[src/rtl/layer_composer.sv]
// Per-pixel read-index generator and three-source priority merger feeding the palette stage.
// Pipeline: stage 0 issues the read index, buffer data returns the next cycle and is composed into pixel_out.
module layer_composer #(
    parameter int H_ACTIVE = 640,
    parameter int IDX_MAX  = 767
) (
    input  logic       clk,
    input  logic       rst,
    input  logic       line_start,
    input  logic       next_pixel,
    input  logic [7:0] hscale,
    input  logic [9:0] hstart,
    input  logic [9:0] hstop,
    input  logic [7:0] border_color,
    input  logic       layer0_enabled,
    input  logic       layer1_enabled,
    input  logic       sprites_enabled,
    output logic [9:0] composer_rd_idx,
    input  logic [7:0] layer0_rd_data,
    input  logic [7:0] layer1_rd_data,
    input  logic [7:0] sprite_rd_data,
    input  logic [1:0] sprite_rd_z,
    output logic [7:0] pixel_out,
    output logic       pixel_valid,
    output logic       line_done
);

    typedef enum logic {S_IDLE, S_ACTIVE} state_t;

    localparam logic [16:0] ACC_MAX = 17'((IDX_MAX << 7) | 127);
    localparam logic [9:0]  X_LAST  = 10'(H_ACTIVE - 1);

    state_t      state_q, state_d;
    logic [9:0]  x_q, x_d;
    logic [16:0] acc_q, acc_d;
    logic        v1_q, win1_q, last1_q;
    logic        pv_q, last2_q;
    logic [7:0]  pix_q, pix_d;
    logic        ld_q;

    logic        accept;
    logic        in_win;
    logic [17:0] acc_sum;
    logic [16:0] acc_step;
    logic [7:0]  composed;
    logic        l0_opaque, l1_opaque, spr_present;

    assign accept   = next_pixel && (state_q == S_ACTIVE) && !line_start;
    assign in_win   = (x_q >= hstart) && (x_q < hstop);
    assign acc_sum  = {1'b0, acc_q} + {10'd0, hscale};
    assign acc_step = (acc_sum > {1'b0, ACC_MAX}) ? ACC_MAX : acc_sum[16:0];

    // The index is the integer part of the source accumulator; it holds between accepts.
    assign composer_rd_idx = acc_q[16:7];

    always_comb begin
        state_d = state_q;
        x_d     = x_q;
        acc_d   = acc_q;
        if (line_start) begin
            state_d = S_ACTIVE;
            x_d     = '0;
            acc_d   = '0;
        end else if (accept) begin
            if (in_win) begin
                acc_d = acc_step;
            end
            x_d = x_q + 10'd1;
            if (x_q == X_LAST) begin
                state_d = S_IDLE;
            end
        end
    end

    assign l0_opaque   = layer0_enabled && (layer0_rd_data != 8'd0);
    assign l1_opaque   = layer1_enabled && (layer1_rd_data != 8'd0);
    assign spr_present = sprites_enabled && (sprite_rd_z != 2'd0) && (sprite_rd_data != 8'd0);

    always_comb begin
        composed = 8'd0;
        if (!win1_q) begin
            composed = border_color;
        end else if (spr_present && sprite_rd_z == 2'd3) begin
            composed = sprite_rd_data;
        end else if (l1_opaque) begin
            composed = layer1_rd_data;
        end else if (spr_present && sprite_rd_z == 2'd2) begin
            composed = sprite_rd_data;
        end else if (l0_opaque) begin
            composed = layer0_rd_data;
        end else if (spr_present) begin
            composed = sprite_rd_data;
        end
    end

    always_comb begin
        pix_d = pix_q;
        if (v1_q) begin
            pix_d = composed;
        end
    end

    // A restart drops everything not already shown before the line_start cycle,
    // including the pixel whose valid would appear in that very cycle.
    assign pixel_valid = pv_q && !line_start;
    assign pixel_out   = pix_q;
    assign line_done   = ld_q;

    always_ff @(posedge clk or posedge rst) begin
        if (rst) begin
            state_q <= S_IDLE;
            x_q     <= '0;
            acc_q   <= '0;
            v1_q    <= 1'b0;
            win1_q  <= 1'b0;
            last1_q <= 1'b0;
            pv_q    <= 1'b0;
            last2_q <= 1'b0;
            pix_q   <= '0;
            ld_q    <= 1'b0;
        end else begin
            state_q <= state_d;
            x_q     <= x_d;
            acc_q   <= acc_d;
            v1_q    <= accept;
            win1_q  <= in_win;
            last1_q <= (x_q == X_LAST);
            pv_q    <= v1_q && !line_start;
            last2_q <= last1_q;
            pix_q   <= pix_d;
            ld_q    <= pixel_valid && last2_q;
        end
    end

endmodule

[config.mk]
export PLATFORM = sky130hd
export DESIGN_NAME = layer_composer
export DESIGN_NICKNAME = d
export VERILOG_FILES = /design/src/rtl/layer_composer.sv
export SDC_FILE = /design/constraint.sdc
export NUM_CORES = 1
export LEC_CHECK = 0
export BUFFER_PORTS_ARGS = -buffer_cell sky130_fd_sc_hd__buf_4
export CORE_ASPECT_RATIO = 1.4
export CORE_MARGIN = 4
export CORE_UTILIZATION = 57
export DETAILED_ROUTE_END_ITERATION = 7
export PLACE_DENSITY = 0.86
export SLEW_MARGIN = 20
export SYNTH_ARGS = -nofsm -noshare
export SYNTH_HDL_FRONTEND = slang
export SYNTH_SLANG_ARGS = --single-unit
[constraint.sdc]
create_clock -name clk -period 6.55 [get_ports clk]
set_input_delay 1.31 -clock clk [delete_from_list [all_inputs] [get_ports clk]]
set_output_delay 1.31 -clock clk [all_outputs]
set_load 0.01 [all_outputs]
==> summary.md <==
| Metric | Value |
|---|---|
| Post-synth EDFFs | `0` |
| DRT Pass-1 Iters | `6` |
| Leading area contributor after synthesis | `dfrtp_1` |
| Clk Latency, worst-skew pair | `about 0.29 ns` |
| Top cells by count, synth | `42 x dfrtp_1, 42 x inv_1, 30 x nor2_1, 30 x o21ai_0, 28 x ha_1` |
| Post-cts sizing count | `0` |
| Root Buffer | `clkbuf_8` |
| WL/cell | `15.6 um` |
| CP Capture Type | `flip-flop` |
| Yosys warnings | `0` |
| Worst EP arrival | `3.59 ns` |
| Endpoints failing hold | `0` |
| Final core utilization | `0.730` |
| Reg clk slew, reported paths | `0.08 ns` |
| WL final | `just under 8000 um` |
| Clk buf depth | `2` |
| Seq/Total Area, Yosys | `0.335` |
| Ranking of synthesized cells by area | `dfrtp_1 33%, ha_1 11%, inv_1 5.0%, o21ai_0 4.8%, nor2_1 3.6%` |
| TritonCTS Buffers | `5` |
| Post-Place Setup Slack | `~2.8 ns` |
| GRT Overall Usage | `0.236` |
| Max IR drop VDD | `~0.11 mV` |
| TNS Setup | `0 ns` |
| Fillers | `440` |
| Syn Area/Cell | `approximately 8.7 um^2` |
| RePlAce Congestion | `roughly 1` |
| First-pass GRT wire length | `roughly 13000 um` |
| WS Path Type | `in2reg` |
| Vias after detailed routing | `3009` |
| Vias in the first global route | `slightly above 3000` |
| Core footprint | `roughly 5300 um^2` |
| Antenna viol nets, final | `0` |
| Post-synthesis cell count | `360` |
| RSZ-0062 raised after global routing | `no` |
| Synth Cell Area | `between 3000 and 4000 um^2` |
| Die span in x | `~70 um` |
| Post-CTS setup buffer count | `0` |
| Ant. Diodes | `0` |
| Leak | `about 1.9 nW` |
| Hold_buf cts | `0` |
| Die area | `around 6800 um^2` |
| Setup ws final | `between 3 and 4 ns` |
| Max-slew headroom | `0.571` |
| Power Density | `between 100 and 150 nW/um^2` |
| DP HPWL | `around 6000 um` |
| CP Launch Type | `primary input` |
| IO Port Bufs | `about 90` |
| CTS tree | `built` |
| Die Ht | `95.8 um` |
| Layout cells sized above 1 | `0.236` |
| Clk_skew | `about 0.0069 ns` |
| Status | `finished, final reports clean` |
| Post-layout nets | `~540` |
| Gr ovfl total | `0` |
| Synth top area share | `0.335` |
| Fin crit share | `0.525` |
| Syn nets | `about 460` |
| Setup-failing EPs final | `0` |
| Fin crit period | `approximately 3.4 ns` |
| Cell variety after synth | `54` |
| Crit-path max FO | `10` |
| Layout area overhead | `22.5%` |
| Max-cap viol count | `0` |
| Synth Flop Type | `dfrtp_1` |
| CTS sink cnt | `between 40 and 50` |
| Routed vias/inst | `around 6.0` |
| Async set-or-reset flop fraction in the synthesized netlist | `1.00` |
| Initial Util | `0.596` |
| DRC | `0` |
| FMAX | `about 290 MHz` |
| H-tree levels | `2` |
| FF+latch count, synth | `42` |
| Slew Viols, Final | `0` |
| Slew @ Worst Pin | `0.641 ns` |
| Initial antenna violation count | `0` |
| Worst Hold Class | `reg2reg` |
| Largest net degree at the start of global routing | `43` |
| DRT iter0 DRCs | `around 180` |
| Required time of the worst setup path | `approximately 6.7 ns` |
| Standard-cell rows | `31` |
| I/O pin cnt | `89` |
report_power, final:
part / leakage, nW / switching, mW / internal, mW / total (mW)
Clock: 0.0383 / 0.0846 / 0.0735 / 0.158
Combinational: 1.27 / 0.0465 / 0.0520 / 0.0985
Sequential: 0.566 / 0.00705 / 0.268 / 0.275
Total: 1.88 / 0.138 / 0.393 / 0.531
cells in the final DEF (no fill, tap or decap), types with 3 or more instances in the layout:
master / instances
inv_1: 42
a21oi_1: 14
o21ai_0: 30
buf_4: 90
ha_1: 28
a211oi_1: 5
a311oi_1: 8
nand2b_1: 4
nand2_1: 23
xor2_1: 11
nand4_1: 6
clkbuf_8: 5
a21o_1: 10
a221oi_1: 8
o22ai_1: 11
nor4_1: 7
nor2_1: 30
dfrtp_1: 42
nor3_1: 10
nor2b_1: 5
nand3_1: 3
o211ai_1: 3
metal layers:
layer  GRT usage  part of all wire
met5           0                 0
met4       0.108             0.026
met3      0.0439             0.054
met2       0.440              0.54
met1       0.257              0.38
layout make-up:
class	count	area (um^2)	share of cell area
well taps	66	82.6	0.0215
inverters	42	158	0.0410
repair buffers	90	676	0.176
multi-input cells	256	1810	0.469
clock buffers	7	76.3	0.0198
flip-flops and latches	42	1050	0.273
worst max-delay path: stages:
cell      delay (ns)
buf_4           0.08
ha_1            0.16
inv_1           0.05
fa_1            0.39
nand2b_1        0.17
a21o_1          0.20
a211o_1         0.33
o211ai_1        0.30
o211a_1         0.43
a311oi_1        0.16
kinds of logic after synthesis:
family,Yosys count,share of synthesized area
adders and majority gates,29,0.118
buffers and inverters,62,0.0908
DFF,42,0.335
AOI/OAI and AO/OA,112,0.260
and+or+nand+nor,102,0.160
xor gates and xnor gates,13,0.0362
path summary, 6_finish.rpt:
path	from	to	slack, ns	cells past startpoint
setup / recovery	hscale[0]	acc_q[7]	3.11	10
hold / removal	last1_q	last2_q	0.36	0
setup reg to reg	acc_q[0]	acc_q[7]	3.81	9
hold reg to reg	last1_q	last2_q	0.36	0
max in group asynchronous	rst	acc_q[16]	5.01	3
min in group asynchronous	rst	x_q[6]	1.17	3
through the flow:
stage | std cells | hold slack [ns] | area [um^2] | total power [mW]
2_1_floorplan | 360 | 0.331 | 3140 | 0.323
3_3_place_gp | 496 | 0.333 | 3770 | 0.376
3_5_place_dp | 496 | 0.341 | 3770 | 0.379
4_1_cts | 503 | 0.359 | 3850 | 0.535
5_1_grt | 503 | 0.362 | 3850 | 0.557
6_report | 503 | 0.356 | 3850 | 0.531
flip-flops by register name (all words and copies together) (netlist names):
name,count
x_q,10
line_done,1
acc_q,17
last1_q,1
v1_q,1
win1_q,1
last2_q,1
pv_q,1
pixel_out,8
state_q,1
No activity file was read; power rests on OpenSTA's default activity.
